===== src/rtl/hazard_forward_ctrl_if.sv =====
// Decode-side hazard request signals and the EX-stage control responses.
// The master side is the pipeline (it drives the ID and EX tags); the slave side is the hazard controller.
interface hazard_forward_ctrl_if #(
    parameter int CNT_W = 16
);
    logic             id_valid;
    logic [3:0]       id_rn;
    logic [3:0]       id_rm;
    logic             id_uses_rn;
    logic             id_uses_rm;
    logic [3:0]       id_dest;
    logic             id_wb_en;
    logic             id_mem_read;
    logic             ex_branch_taken;
    logic [1:0]       src1_sel;
    logic [1:0]       src2_sel;
    logic             stall;
    logic             flush;
    logic [CNT_W-1:0] stall_cycles;
    logic [CNT_W-1:0] flush_cycles;

    modport master (
        output id_valid, id_rn, id_rm, id_uses_rn, id_uses_rm,
               id_dest, id_wb_en, id_mem_read, ex_branch_taken,
        input  src1_sel, src2_sel, stall, flush, stall_cycles, flush_cycles
    );

    modport slave (
        input  id_valid, id_rn, id_rm, id_uses_rn, id_uses_rm,
               id_dest, id_wb_en, id_mem_read, ex_branch_taken,
        output src1_sel, src2_sel, stall, flush, stall_cycles, flush_cycles
    );
endinterface


===== src/rtl/hazard_forward_ctrl.sv =====
// Load-use stall, branch flush and EX operand forwarding for a 5-stage pipeline; controls are combinational, counters registered.
// HAZARD_FORWARD_EN enables MEM/WB forwarding; without it any in-flight producer stalls ID until it leaves WB.
module hazard_forward_ctrl #(
    parameter int CNT_W = 16
) (
    input  logic                  clk,
    input  logic                  rst,
    hazard_forward_ctrl_if.slave  hz
);
    typedef struct packed {
        logic       valid;
        logic [3:0] dest;
        logic       wb_en;
        logic       mem_read;
    } tag_t;

    typedef struct packed {
        tag_t       tag;
        logic [3:0] rn;
        logic [3:0] rm;
        logic       uses_rn;
        logic       uses_rm;
    } ex_slot_t;

    ex_slot_t         ex_q;
    ex_slot_t         ex_d;
    tag_t             mem_q;
    tag_t             wb_q;
    logic [CNT_W-1:0] stall_cnt;
    logic [CNT_W-1:0] flush_cnt;
    logic             stall;
    logic             flush;

    function automatic logic raw(tag_t s, logic [3:0] rn, logic [3:0] rm,
                                 logic uses_rn, logic uses_rm);
        return s.valid & s.wb_en &
               ((uses_rn & (rn == s.dest)) | (uses_rm & (rm == s.dest)));
    endfunction

    assign flush = hz.ex_branch_taken;

`ifdef HAZARD_FORWARD_EN
    // Non-load producers are covered by forwarding; only a load still in EX must wait one cycle.
    assign stall = hz.id_valid & ~flush & ex_q.tag.mem_read &
                   raw(ex_q.tag, hz.id_rn, hz.id_rm, hz.id_uses_rn, hz.id_uses_rm);

    // A load in MEM has no data yet, so it is skipped and the WB value cannot be older than needed.
    function automatic logic [1:0] fwd_sel(logic uses, logic [3:0] r, tag_t mem, tag_t wb);
        if (uses & mem.valid & mem.wb_en & ~mem.mem_read & (mem.dest == r))
            return 2'd1;
        if (uses & wb.valid & wb.wb_en & (wb.dest == r))
            return 2'd2;
        return 2'd0;
    endfunction

    assign hz.src1_sel = ex_q.tag.valid ? fwd_sel(ex_q.uses_rn, ex_q.rn, mem_q, wb_q) : 2'd0;
    assign hz.src2_sel = ex_q.tag.valid ? fwd_sel(ex_q.uses_rm, ex_q.rm, mem_q, wb_q) : 2'd0;

    logic unused_tags;
    assign unused_tags = wb_q.mem_read;
`else
    assign stall = hz.id_valid & ~flush &
                   (raw(ex_q.tag, hz.id_rn, hz.id_rm, hz.id_uses_rn, hz.id_uses_rm) |
                    raw(mem_q,    hz.id_rn, hz.id_rm, hz.id_uses_rn, hz.id_uses_rm) |
                    raw(wb_q,     hz.id_rn, hz.id_rm, hz.id_uses_rn, hz.id_uses_rm));

    assign hz.src1_sel = 2'd0;
    assign hz.src2_sel = 2'd0;

    logic unused_tags;
    assign unused_tags = ^{ex_q.rn, ex_q.rm, ex_q.uses_rn, ex_q.uses_rm,
                           ex_q.tag.mem_read, mem_q.mem_read, wb_q.mem_read};
`endif

    assign hz.stall        = stall;
    assign hz.flush        = flush;
    assign hz.stall_cycles = stall_cnt;
    assign hz.flush_cycles = flush_cnt;

    always_comb begin
        ex_d = '0;
        if (!(stall || flush)) begin
            ex_d.tag.valid    = hz.id_valid;
            ex_d.tag.dest     = hz.id_dest;
            ex_d.tag.wb_en    = hz.id_wb_en;
            ex_d.tag.mem_read = hz.id_mem_read;
            ex_d.rn           = hz.id_rn;
            ex_d.rm           = hz.id_rm;
            ex_d.uses_rn      = hz.id_uses_rn;
            ex_d.uses_rm      = hz.id_uses_rm;
        end
    end

    always_ff @(posedge clk) begin
        if (rst) begin
            ex_q      <= '0;
            mem_q     <= '0;
            wb_q      <= '0;
            stall_cnt <= '0;
            flush_cnt <= '0;
        end else begin
            ex_q  <= ex_d;
            mem_q <= ex_q.tag;
            wb_q  <= mem_q;
            if (stall && (stall_cnt != '1))
                stall_cnt <= stall_cnt + CNT_W'(1);
            if (flush && (flush_cnt != '1))
                flush_cnt <= flush_cnt + CNT_W'(1);
        end
    end
endmodule


===== src/flat_wrapper.sv =====
// flat-port wrapper written by rule: the top's interface ports become plain ports
module hazard_forward_ctrl_flat 
#(
    parameter int CNT_W = 16
)
  (clk, rst, hz_id_valid, hz_id_rn, hz_id_rm, hz_id_uses_rn, hz_id_uses_rm, hz_id_dest, hz_id_wb_en, hz_id_mem_read, hz_ex_branch_taken, hz_src1_sel, hz_src2_sel, hz_stall, hz_flush, hz_stall_cycles, hz_flush_cycles);
  hazard_forward_ctrl_if #(.CNT_W(CNT_W)) hz_i ();
  input  logic clk;
  input  logic rst;
  input wire logic [$bits(hz_i.id_valid)-1:0] hz_id_valid;
  input wire logic [$bits(hz_i.id_rn)-1:0] hz_id_rn;
  input wire logic [$bits(hz_i.id_rm)-1:0] hz_id_rm;
  input wire logic [$bits(hz_i.id_uses_rn)-1:0] hz_id_uses_rn;
  input wire logic [$bits(hz_i.id_uses_rm)-1:0] hz_id_uses_rm;
  input wire logic [$bits(hz_i.id_dest)-1:0] hz_id_dest;
  input wire logic [$bits(hz_i.id_wb_en)-1:0] hz_id_wb_en;
  input wire logic [$bits(hz_i.id_mem_read)-1:0] hz_id_mem_read;
  input wire logic [$bits(hz_i.ex_branch_taken)-1:0] hz_ex_branch_taken;
  output wire logic [$bits(hz_i.src1_sel)-1:0] hz_src1_sel;
  output wire logic [$bits(hz_i.src2_sel)-1:0] hz_src2_sel;
  output wire logic [$bits(hz_i.stall)-1:0] hz_stall;
  output wire logic [$bits(hz_i.flush)-1:0] hz_flush;
  output wire logic [$bits(hz_i.stall_cycles)-1:0] hz_stall_cycles;
  output wire logic [$bits(hz_i.flush_cycles)-1:0] hz_flush_cycles;
  assign hz_i.id_valid = hz_id_valid;
  assign hz_i.id_rn = hz_id_rn;
  assign hz_i.id_rm = hz_id_rm;
  assign hz_i.id_uses_rn = hz_id_uses_rn;
  assign hz_i.id_uses_rm = hz_id_uses_rm;
  assign hz_i.id_dest = hz_id_dest;
  assign hz_i.id_wb_en = hz_id_wb_en;
  assign hz_i.id_mem_read = hz_id_mem_read;
  assign hz_i.ex_branch_taken = hz_ex_branch_taken;
  assign hz_src1_sel = hz_i.src1_sel;
  assign hz_src2_sel = hz_i.src2_sel;
  assign hz_stall = hz_i.stall;
  assign hz_flush = hz_i.flush;
  assign hz_stall_cycles = hz_i.stall_cycles;
  assign hz_flush_cycles = hz_i.flush_cycles;
  hazard_forward_ctrl #(.CNT_W(CNT_W)) u_core (.clk(clk), .rst(rst), .hz(hz_i));
endmodule

===== config.mk =====
export PLATFORM = sky130hd
export DESIGN_NAME = hazard_forward_ctrl_flat
export DESIGN_NICKNAME = d
export VERILOG_FILES = /design/src/rtl/hazard_forward_ctrl_if.sv /design/src/rtl/hazard_forward_ctrl.sv /design/src/flat_wrapper.sv
export SDC_FILE = /design/constraint.sdc
export NUM_CORES = 1
export LEC_CHECK = 0
export ABC_AREA = 1
export BUFFER_PORTS_ARGS = -buffer_cell sky130_fd_sc_hd__buf_2
export CAP_MARGIN = 20
export CORE_UTILIZATION = 50
export DETAILED_ROUTE_END_ITERATION = 16
export PLACE_DENSITY = 0.83
export SYNTH_ARGS = -nofsm -noshare
export SYNTH_HDL_FRONTEND = slang
export SYNTH_SLANG_ARGS = --single-unit

===== constraint.sdc =====
create_clock -name clk -period 1.6 [get_ports clk]
set_input_delay 0.08 -clock clk [delete_from_list [all_inputs] [get_ports clk]]
set_output_delay 0.08 -clock clk [all_outputs]
set_load 0.005 [all_outputs]

[Yosys cells after proc, flatten, opt, wreduce, memory -nomap -nowiden]
Cells that the tools add are included.
Cells by class
  $add $sub $neg: 2
  equal/unequal tests: 8
  bitwise logic cells: 20
  reductions and logical operators: 4
Operators with widths (count)
  16-bit by 1-bit adder with 16-bit output (second input constant): 2
  16-bit inequality test (second input constant): 2
  4-bit == test: 6
  1-bit AND: 14
  1-bit OR: 5
  1-bit logical AND: 2
  2-bit OR reduction: 1
  1-bit logical OR: 1
  1-bit inverter: 1
Word-level totals
  flip-flop bits (word level): 50
  output and inout bits: 38
  logic and storage cells: 45

[Depth between registers and ports, before layout]
Gate-level depths: netlist of the first run.
  depth in word-level cells: 9
  depth in mapped cells: 13
  mapped depth without buffers: 13

[Least setup slack after synthesis of the first run]
Ideal clock, no wire load.
  path type: reg2reg
  start point: reg u_core.flush_cnt[0], in the netlist u_core.hz.flush_cycles[0]
  end point: reg u_core.flush_cnt[14], in the netlist u_core.hz.flush_cycles[14]
  library setup time: 0.115 ns
  data arrival time: 1.419 ns
  required time: 1.485 ns
  path slack: 0.066 ns
  cell stages (with the launch flop): 14
  path buffers: 0
  path through: dfxtp_1 ha_1 nand2_1 inv_1 nand2_1 inv_1 nand2_1 nand2_1 nand2_2 nand2_2 nor2_2 nand2_1 o21ai_1 nor2_1
On the way
  longest elaborated chain between the ends: 2
RTL lines
  start: declaration: RTL line hazard_forward_ctrl.sv:30  | logic [CNT_W-1:0] flush_cnt;
  start signal: assignment: RTL line hazard_forward_ctrl.sv:108  | flush_cnt <= flush_cnt + CNT_W'(1);
  parallel branches: the longest is 2 deep, another holds 16-bit by 1-bit adder with 16-bit output
Parallel ways; which one is timed is not known.
A chain may end at the register's enable or synchronous reset.

[Worst setup path in the final report of the first run]
  start point: reg u_core.wb_q[2] (netlist name)
  end point: out hz_stall
On the way
  longest elaborated chain between the ends: 6
RTL lines
  start: declaration: RTL line hazard_forward_ctrl.sv:28  | tag_t wb_q;
  start signal: assignment: RTL line hazard_forward_ctrl.sv:104  | wb_q <= mem_q;
  4-bit == test: RTL line hazard_forward_ctrl.sv:37  | ((uses_rn & (rn == s.dest)) | (uses_rm & (rm == s.dest)));
  1-bit AND: RTL line hazard_forward_ctrl.sv:37
  1-bit OR *: RTL line hazard_forward_ctrl.sv:37
  1-bit AND *: RTL line hazard_forward_ctrl.sv:36  | return s.valid & s.wb_en &
  1-bit OR *: RTL line hazard_forward_ctrl.sv:64  | raw(mem_q, hz.id_rn, hz.id_rm, hz.id_uses_rn, hz.id_uses_rm) |
  1-bit AND *: RTL line hazard_forward_ctrl.sv:62  | assign stall = hz.id_valid & ~flush &
  end: declaration: RTL line flat_wrapper.sv:21  | output wire logic [$bits(hz_i.stall)-1:0] hz_stall;
Every way passes the cells marked *; elsewhere a longest branch is shown, timed or not.

==> flow_summary.toml, run 1 <==
[run_status]
status = "complete, but fails checks"
failed_checks = "setup timing"

[flow_run]
timing.max_cap.violations = 0

[floorplanning]
io_pins = 58
initial_core_util_pct = 53.2
fp.dieArea_mm2 = 0.00635
rows = 27
core_mm2 = 0.00568
die_x_um = 79.7
fp.dieH_um = 79.7

[critical_path]
critPathKind = "flip-flop to output port"
max_stage_delay_ps = 340
regToRegStartpoint = "u_core.hz.stall_cycles[2]"
r2r_slack_ps = -20
path_buf_inv = 3
reg2reg_depth = 10
cp-end-kind = "output port"
start_kind = "flip-flop"
cpMostUsedCell = "nand2_1"
r2r-end = "u_core.hz.stall_cycles[15]"
cp_top_family = "simple AND/OR/NAND/NOR gates"
cp.required_ps = 1520
crit_arrival_ps = 1560
worstPathCellList = "inv_2, nand2_1, nand2_1, nor2_2, nand3_1, nand2_1, nand2_1, nand3_4, nand2_2, inv_2, buf_2"
crit_fanout = 4
cp_slowest_cell = "dfxtp_1"

[routing]
drcViolationCount = 0
drtPass1Iterations = 4
drtAntennaViolNets = 0
drt-vias-per-instance = 5.10
drt_iter0_markers = 193
vias = 3229
routedWlPerCell_um = 12.7
wl_um = 8040

[clock_tree]
cts_max_level = 2
insertion_delay_ps = 310
cts_tree = "built"
cts_made_buffers = 5
cts-root-buf = "clkbuf_8"
clk_path_buf_depth = 2
cts_sinks = 50
clkTransAtPathRegs_ps = 100

[yosys]
synthDistinctLibCells = 37
seq_area_frac_synth_pct = 33.2
syn_area_mm2 = 0.00302
ys_ff_latch = 50
netlist_top_cells_area = "dfxtp_1 (33%), nand2_1 (16%), inv_1 (10%)"
synth_ff_type = "dfxtp_1"
synth_top_cell_by_area = "dfxtp_1"
synth_edf_count = 0
avgSynthCellArea_um2 = 6.35
async_reset_ff_share_pct = 0
synth_cells = 475
synth_top_cell_area_share_pct = 33.2
yosys_warnings = 0

[sta]
finalSetupViolCount = 3
skew_ps = 5.69
slew_viol_final = 0
period_share_pct = 103
min_period_ps = 1640
tightest_slew_ps = 523
hold_slack_ps = 28.4
fin_ws_ps = -41.6
rsz0062_at_grt = "yes"
maxSlewHeadroom_pct = 65.1
hold_violations = 0
max_freq_ghz = 0.609

[min_path]
min_to = "u_core.ex_q[16]"
hold_start = "hz_id_valid"
hold_path.class = "primary input to flip-flop"
hold_depth = 3

[grt]
grt-ovfl-total = 0
antenna_found_initial = 0
grt_pass1_wl_um = 12300
grt_pass1_vias = 2950
grt_start_max_net_pins = 19
grt_usage_pct = 24.2

[cells_and_area]
fin_area_mm2 = 0.00390
layout-drive-gt1-share_pct = 31.0
num_antenna_cells = 0
syn_to_final_growth_pct = 29.2
nNetsFinal = 582

[placement]
gp_congestion = 0.818
io_buffer_count = 52
pre_cts_slack_ps = -25.2
dpl_cell_area_mm2 = 0.00344
dp_hpwl_um = 5320

[power]
power.leakage_nw = 1.93
irDropWorstVdd_uv = 459
power_mw = 2.32
power_density_mw_per_mm2 = 594
-- cells in the mapped netlist (all sizes together) (2+ instances only) --
master    n
nand2   135
inv      90
nor2     79
dfxtp    50
nand3    34
nand4    23
a21oi    13
buf      12
o21ai     9
xnor2     7
nor3      6
clkbuf    4
a31oi     2
and2      2
ha        2
o21a      2
-- routing by layer --
layer	wire length, um	vias to the layer above	GRT usage [%]
met2	4080	106	43.1
met4	115	0	7.82
li1	-	1611	-
met1	3400	1496	29.5
met5	0	-	0
met3	448	16	3.77
-- worst max path at each step --
stage,start,to,slack [ps],depth (start not counted)
2_1_floorplan,u_core.hz.flush_cycles[0],u_core.hz.flush_cycles[14],70,13
3_3_place_gp,u_core.hz.flush_cycles[0],u_core.hz.flush_cycles[14],60,13
3_5_place_dp,u_core.hz.flush_cycles[0],u_core.hz.flush_cycles[14],-30,13
4_1_cts,u_core.hz.flush_cycles[0],u_core.hz.flush_cycles[14],0.6,13
5_1_grt,u_core.hz.stall_cycles[2],u_core.hz.stall_cycles[15],-180,10
6_report,u_core.wb_q[2],hz_stall,-40,11
-- where the power goes --
part / switching (mW) / internal [mW] / leakage [nW]
clock: 0.462 / 0.317 / 0.0447
combinational: 0.147 / 0.106 / 1.48
sequential: 0.0174 / 1.27 / 0.411
-- worst reg2reg max path: stages, from the launching register on --
cell and delay (ps):
dfxtp_1 460, nand3_4 120, nor2_4 150, nand3_2 90
nor3_2 220, nand2_1 130, nor2_2 140, nand3_2 80
nand2_1 70, inv_1 30, nor2_1 70
-- metrics by stage --
stage	setup TNS, ps	util, %	cells
3_3_place_gp	0	60.5	610
3_5_place_dp	-25.2	60.5	610
6_report	-66.7	68.7	633
5_1_grt	-1590	68.7	633
4_1_cts	0	64.4	628
2_1_floorplan	0	-	478
-- cell type report --
| class | instances | area [um2] |
|---|---|---|
| sequential | 50 | 1020 |
| timing repair buffer | 91 | 617 |
| tap | 72 | 90.1 |
| multi-input combinational | 321 | 1740 |
| clock buffer | 5 | 68.8 |
| inverter | 91 | 342 |
| clock inverter | 3 | 25.0 |
| fill | 447 | 1780 |
-- kinds of logic (layout without fill, tap and decap cells) --
group	after synthesis	in the layout	share of synthesized area [%]
other	1	4	0.124
flip-flops	50	50	33.2
AND/OR/NAND/NOR	281	281	43.1
buffers and inverters	107	190	15.5
adder cells (fa/ha/maj)	2	2	0.829
XOR/XNOR	8	8	2.32
AO/OA/AOI/OAI	26	26	4.94
-- cells in the final DEF (no fill, tap or decap), drive strengths merged, types with 7 or more instances in the layout --
cell and instances:
a21oi 13, buf 85, dfxtp 50, inv 91
nand2 135, nand3 34, nand4 23, nor2 79
o21ai 9, xnor2 7
-- state kept, by name (all words and copies together) (netlist names) --
register	cells
u_core.ex_q	6
u_core.hz.flush_cycles	16
u_core.hz.stall_cycles	16
u_core.mem_q	6
u_core.wb_q	6
-- timing repair --
action,4_1_cts,5_1_grt
pin swaps,8,41
gates resized for setup,15,57
hold buffers,5,0
endpoints found under the setup margin,2,37
buffers inserted,5,4
gates cloned,0,2
hold endpoints to repair,5,0
No activity file was read; power rests on OpenSTA's default activity.
==> run 2: changes to the inputs <==
--- a/config.mk
+++ b/config.mk
@@ -5,12 +5,11 @@
 export SDC_FILE = /design/constraint.sdc
 export NUM_CORES = 1
 export LEC_CHECK = 0
-export ABC_AREA = 1
 export BUFFER_PORTS_ARGS = -buffer_cell sky130_fd_sc_hd__buf_2
 export CAP_MARGIN = 20
-export CORE_UTILIZATION = 50
+export CORE_UTILIZATION = 48
 export DETAILED_ROUTE_END_ITERATION = 16
-export PLACE_DENSITY = 0.83
+export PLACE_DENSITY = 0.82
 export SYNTH_ARGS = -nofsm -noshare
 export SYNTH_HDL_FRONTEND = slang
 export SYNTH_SLANG_ARGS = --single-unit
==> run 2 against run 1 <==
  * The flow still finishes with violations (setup timing)
  * Wire length shrank 10%
  * Final area decreased by 6.1%
  * Critical path type is now flip-flop to flip-flop
  * Clock skew grew 2.4 ps
  * Critical endpoint is now u_core.hz.stall_cycles[13]
  * Synthesized cell count fell by 43%
==> flow_summary.toml, run 2 <==
[sta]
period_share_pct = 136
skew_ps = 8.10
tightest_slew_ps = 687
hold_violations = 0
max_freq_ghz = 0.461
rsz0062_at_grt = "yes"
slew_viol_final = 0
maxSlewHeadroom_pct = 54.2
min_period_ps = 2170
fin_ws_ps = -569
finalSetupViolCount = 25

[floorplanning]
core_mm2 = 0.00482
fp.dieArea_mm2 = 0.00541
initial_core_util_pct = 51.0
io_pins = 58
fp.dieH_um = 73.5
die_x_um = 73.5
rows = 25

[grt]
grt_pass1_vias = 2356
grt_pass1_wl_um = 11000
grt_usage_pct = 27.2
grt-ovfl-total = 0
grt_start_max_net_pins = 35
antenna_found_initial = 0

[routing]
drcViolationCount = 0
drt_iter0_markers = 164
routedWlPerCell_um = 15.9
wl_um = 7220
vias = 2505
drt-vias-per-instance = 5.53
drtAntennaViolNets = 0
drtPass1Iterations = 4

[critical_path]
cp_top_family = "simple AND/OR/NAND/NOR gates"
cp-end-kind = "flip-flop"
r2r-end = "u_core.hz.stall_cycles[13]"
start_kind = "flip-flop"
cp_slowest_cell = "or4_4"
regToRegStartpoint = "u_core.mem_q[4]"
cp.required_ps = 1800
r2r_slack_ps = -570
reg2reg_depth = 8
crit_arrival_ps = 2370
critPathKind = "flip-flop to flip-flop"
crit_fanout = 5
max_stage_delay_ps = 460
worstPathCellList = "buf_6, xnor2_2, nand4_1, or4_4, o2111a_2, buf_6, nor4_4, mux2_4"
path_buf_inv = 2
cpMostUsedCell = "buf_6"

[cells_and_area]
finish.utilization_pct = 76.0
final_cells = 453
num_antenna_cells = 0
layout-drive-gt1-share_pct = 47.2
fin_area_mm2 = 0.00366
final_cell_mix = "buf_2 (52), buf_4 (51), dfxtp_1 (38), xor2_1 (28), nor2_1 (26)"
syn_to_final_growth_pct = 49.1
nNetsFinal = 407
layout_commonest_cell = "buf_2"

[yosys]
synthDistinctLibCells = 43
ys_ff_latch = 50
ys_top_cells_by_count = "dfxtp_1 (50), nor2_1 (30), xor2_1 (28)"
yosysMostFrequentCell = "dfxtp_1"
seq_area_frac_synth_pct = 40.8
synth_edf_count = 0
synth_ff_type = "dfxtp_1"
syn_area_mm2 = 0.00246
synth_top_cell_by_area = "dfxtp_1"
synth_cells = 273
yosys_warnings = 0
netlist_top_cells_area = "dfxtp_1 (41%), xor2_1 (10%), nor2_1 (4.6%)"
async_reset_ff_share_pct = 0
synth_top_cell_area_share_pct = 40.8
avgSynthCellArea_um2 = 9.00

[placement]
pre_cts_slack_ps = -522
dpl_cell_area_mm2 = 0.00329
dp_hpwl_um = 4420
io_buffer_count = 52
placed_cells = 434
gp_congestion = 0.858

[clock_tree]
clk_path_buf_depth = 2
clkTransAtPathRegs_ps = 90
cts_tree = "built"
insertion_delay_ps = 310
cts-root-buf = "clkbuf_8"
cts_sinks = 50
cts_made_buffers = 5
cts_max_level = 2

[power]
irDropWorstVdd_uv = 501
power_mw = 2.24
power_density_mw_per_mm2 = 613
power.leakage_nw = 1.57

[run_status]
status = "complete, but fails checks"
failed_checks = "setup timing"

[min_path]
min_to = "u_core.ex_q[16]"
hold_path.class = "primary input to flip-flop"
hold_start = "hz_id_valid"
hold_depth = 2

[flow_run]
timing.max_cap.violations = 0
## run 2: per-layer routing
layer  global-route usage (%)  wire (um)  vias up
li1                         -          -     1177
met1                     32.2       2790     1164
met4                     10.7        221        0
met2                     47.3       3660      137
met5                        0          0        -
met3                     6.17        552       27
## run 2: area by class of cell
class                           instances  area (um2)
Multi-Input combinational cell        210        1690
Fill cell                             330        1150
Sequential cell                        50        1030
Timing Repair Buffer                  114         761
Tap cell                               67        83.8
Clock buffer                            6        72.6
Inverter                                4        15.0
Clock inverter                          2        13.8
## run 2: what timing repair did
item / 4_1_cts / 5_1_grt
gates resized for setup: 20 / 24
buffers inserted: 1 / 3
endpoints found under the setup margin: 28 / 33
hold endpoints to repair: 5 / 0
hold buffers: 5 / 0
pin swaps: 20 / 18
cloned: 2 / 0
## run 2: worst reg2reg max path, cell delays in order (launching register included)
cell and delay [ps]:
dfxtp_4 380, buf_6 120, xnor2_2 120, nand4_1 140
or4_4 460, o2111a_2 200, buf_6 140, nor4_4 180
mux2_4 330
## run 2: power by group
| group | switching, mW | internal (mW) |
|---|---|---|
| logic | 0.123 | 0.113 |
| registers | 0.0191 | 1.25 |
| clock network | 0.425 | 0.309 |
## run 2: stage by stage
step / setup TNS [ps] / hold slack [ps]
after floorplan: -6830 / 185
after global placement: -8190 / 286
after detailed placement: -9800 / 290
after CTS: -8860 / 143
after global routing: -12250 / 146
final: -11230 / 150
## run 2: cell families after synthesis
logic type                 Yosys count  share of synthesized area, %
and+or+nand+nor                    132                          30.3
DFF                                 50                          40.8
xor gates and xnor gates            37                          13.2
AOI/OAI and AO/OA                   25                          6.98
buffers and inverters               18                          3.87
muxes                                8                          3.72
adders and majority gates            2                          1.02
other                                1                         0.153
## run 2: how the worst max path moves through the flow
stage | start | endpoint | depth (start not counted)
global route | u_core.mem_q[4] | hz_stall | 8
CTS | u_core.mem_q[4] | hz_stall | 8
finish | u_core.mem_q[4] | u_core.hz.stall_cycles[13] | 8
global placement | u_core.mem_q[4] | u_core.hz.stall_cycles[14] | 6
floorplan | u_core.mem_q[4] | u_core.hz.stall_cycles[2] | 7
detailed placement | u_core.mem_q[4] | u_core.hz.stall_cycles[15] | 7
==> run 3: changes to the inputs <==
--- a/config.mk
+++ b/config.mk
@@ -6,10 +6,10 @@
 export NUM_CORES = 1
 export LEC_CHECK = 0
 export BUFFER_PORTS_ARGS = -buffer_cell sky130_fd_sc_hd__buf_2
-export CAP_MARGIN = 20
 export CORE_UTILIZATION = 48
 export DETAILED_ROUTE_END_ITERATION = 16
 export PLACE_DENSITY = 0.82
+export SETUP_SLACK_MARGIN = 0.2
 export SYNTH_ARGS = -nofsm -noshare
 export SYNTH_HDL_FRONTEND = slang
 export SYNTH_SLANG_ARGS = --single-unit
==> run 3 against run 2 <==
  * Clock power grew 26%
  * The run still ends with setup timing left
  * Utilization grew 5.2 points
  * Critical path depth shrank 1
  * Fmax grew 1.0%
  * Sequential cell count is the same
  * Register-to-register slack gained 20 ps
  * Combinational power grew 11%
  * Non-clock buffer count grew 8
==> flow_summary.toml, run 3 (synthesis gave the netlist of run 2 again) <==
[critical_path]
cp-end-kind = "flip-flop"
critPathKind = "flip-flop to flip-flop"
cp.required_ps = 1810
crit_arrival_ps = 2360
crit_fanout = 8
start_kind = "flip-flop"

[cells_and_area]
final_cell_mix = "buf_4 (56), buf_2 (52), dfxtp_1 (28), nor2_1 (25), xor2_1 (23)"
syn_to_final_growth_pct = 59.3
finish.utilization_pct = 81.2
num_antenna_cells = 0
layout_commonest_cell = "buf_4"
layout-drive-gt1-share_pct = 55.5
nNetsFinal = 414
final_cells = 460

[routing]
drt_iter0_markers = 206
vias = 2571
drt-vias-per-instance = 5.59
routedWlPerCell_um = 18.3
drtPass1Iterations = 4
drtAntennaViolNets = 0
wl_um = 8430
drcViolationCount = 0

[floorplanning]
fp.dieH_um = 73.5
initial_core_util_pct = 51.0
core_mm2 = 0.00482
io_pins = 58
die_x_um = 73.5
fp.dieArea_mm2 = 0.00541
rows = 25

[sta]
max_freq_ghz = 0.466
tightest_slew_ps = 773
setup_tns_ps = -10000
slew_viol_final = 0
period_share_pct = 134
min_period_ps = 2150
hold_violations = 0
rsz0062_at_grt = "yes"
maxSlewHeadroom_pct = 48.5
skew_ps = 4.79
finalSetupViolCount = 32
fin_ws_ps = -547

[grt]
antenna_found_initial = 0
grt_pass1_vias = 2394
grt_pass1_wl_um = 11500
grt_start_max_net_pins = 41
grt_usage_pct = 27.9
grt-ovfl-total = 0

[placement]
io_buffer_count = 52
dp_hpwl_um = 4560
gp_congestion = 0.859
placed_cells = 431

[min_path]
hold_path.class = "primary input to flip-flop"

[power]
irDropWorstVdd_uv = 576
power.leakage_nw = 1.67
power_density_mw_per_mm2 = 630

[clock_tree]
insertion_delay_ps = 310
cts-root-buf = "clkbuf_8"
cts_tree = "built"
cts_max_level = 2
clk_path_buf_depth = 2
cts_sinks = 50
clkTransAtPathRegs_ps = 100
cts_made_buffers = 5

[run_status]
failed_checks = "setup timing"
status = "complete, but fails checks"

[flow_run]
timing.max_cap.violations = 0
-- run 3: cell count changes in the layout (fill, tap and decap cells not counted), moves of 3 or more --
cell     before  now
nor2_4        2    5
xor2_2        0    5
buf_4        51   56
and2_1        6    3
and2_4        0    3
dfxtp_2       7   16
dfxtp_1      38   28
xor2_1       28   23
-- run 3: worst paths after layout --
kind	startpoint	to	slack, ps	cells past startpoint
max	u_core.wb_q[3]	u_core.hz.stall_cycles[13]	-550	7
min	hz_id_valid	u_core.ex_q[16]	150	2
max reg2reg	u_core.wb_q[3]	u_core.hz.stall_cycles[13]	-550	7
min reg2reg	u_core.mem_q[3]	u_core.wb_q[3]	500	1
-- run 3: power breakdown --
part,leakage [nW],total (mW),switching (mW),internal (mW)
Combinational,1.19,0.262,0.140,0.123
Clock,0.0585,0.925,0.456,0.469
Sequential,0.417,1.28,0.0202,1.26
-- run 3: per-stage QoR --
| step | power [mW] | worst slack [ps] | hold WS [ps] | cell area, um2 |
|---|---|---|---|---|
| 3_5_place_dp | 1.49 | -487 | 290 | 3290 |
| 4_1_cts | 2.42 | -446 | 138 | 3660 |
| 3_3_place_gp | 1.48 | -459 | 287 | 3290 |
| 2_1_floorplan | 1.42 | -384 | 185 | 2660 |
| 6_report | 2.46 | -547 | 149 | 3910 |
| 5_1_grt | 2.54 | -619 | 143 | 3910 |
-- run 3: repair_timing --
action	in CTS	in global routing
setup endpoints to repair	38	39
resized for setup	31	44
hold buffers	5	0
hold endpoints to repair	5	0
pin swaps	35	26
setup buffers	8	7
gates cloned	1	0
-- run 3: layout make-up --
cell class | instances | area [um2]
flip-flops and latches | 50 | 1040
clock inverters | 3 | 43.8
multi-input cells | 209 | 1820
well taps | 67 | 83.8
clock buffers | 5 | 68.8
fillers | 274 | 903
inverters | 4 | 15.0
repair buffers | 122 | 841
-- run 3: metal layers --
| metal | vias to the layer above | global-route usage, % | wire, um |
|---|---|---|---|
| li1 | 1177 | - | - |
| met2 | 107 | 48.6 | 4320 |
| met4 | 0 | 8.55 | 269 |
| met3 | 24 | 5.49 | 455 |
| met5 | - | 0 | 0 |
| met1 | 1263 | 34.7 | 3380 |
-- run 3: critical path, stage by stage, from the launching register on --
cell      delay, ps
dfxtp_2         350
xor2_2          160
nor4_4          320
a31oi_2         100
o2111a_4        380
buf_6           150
nor4_4          260
mux2_4          320
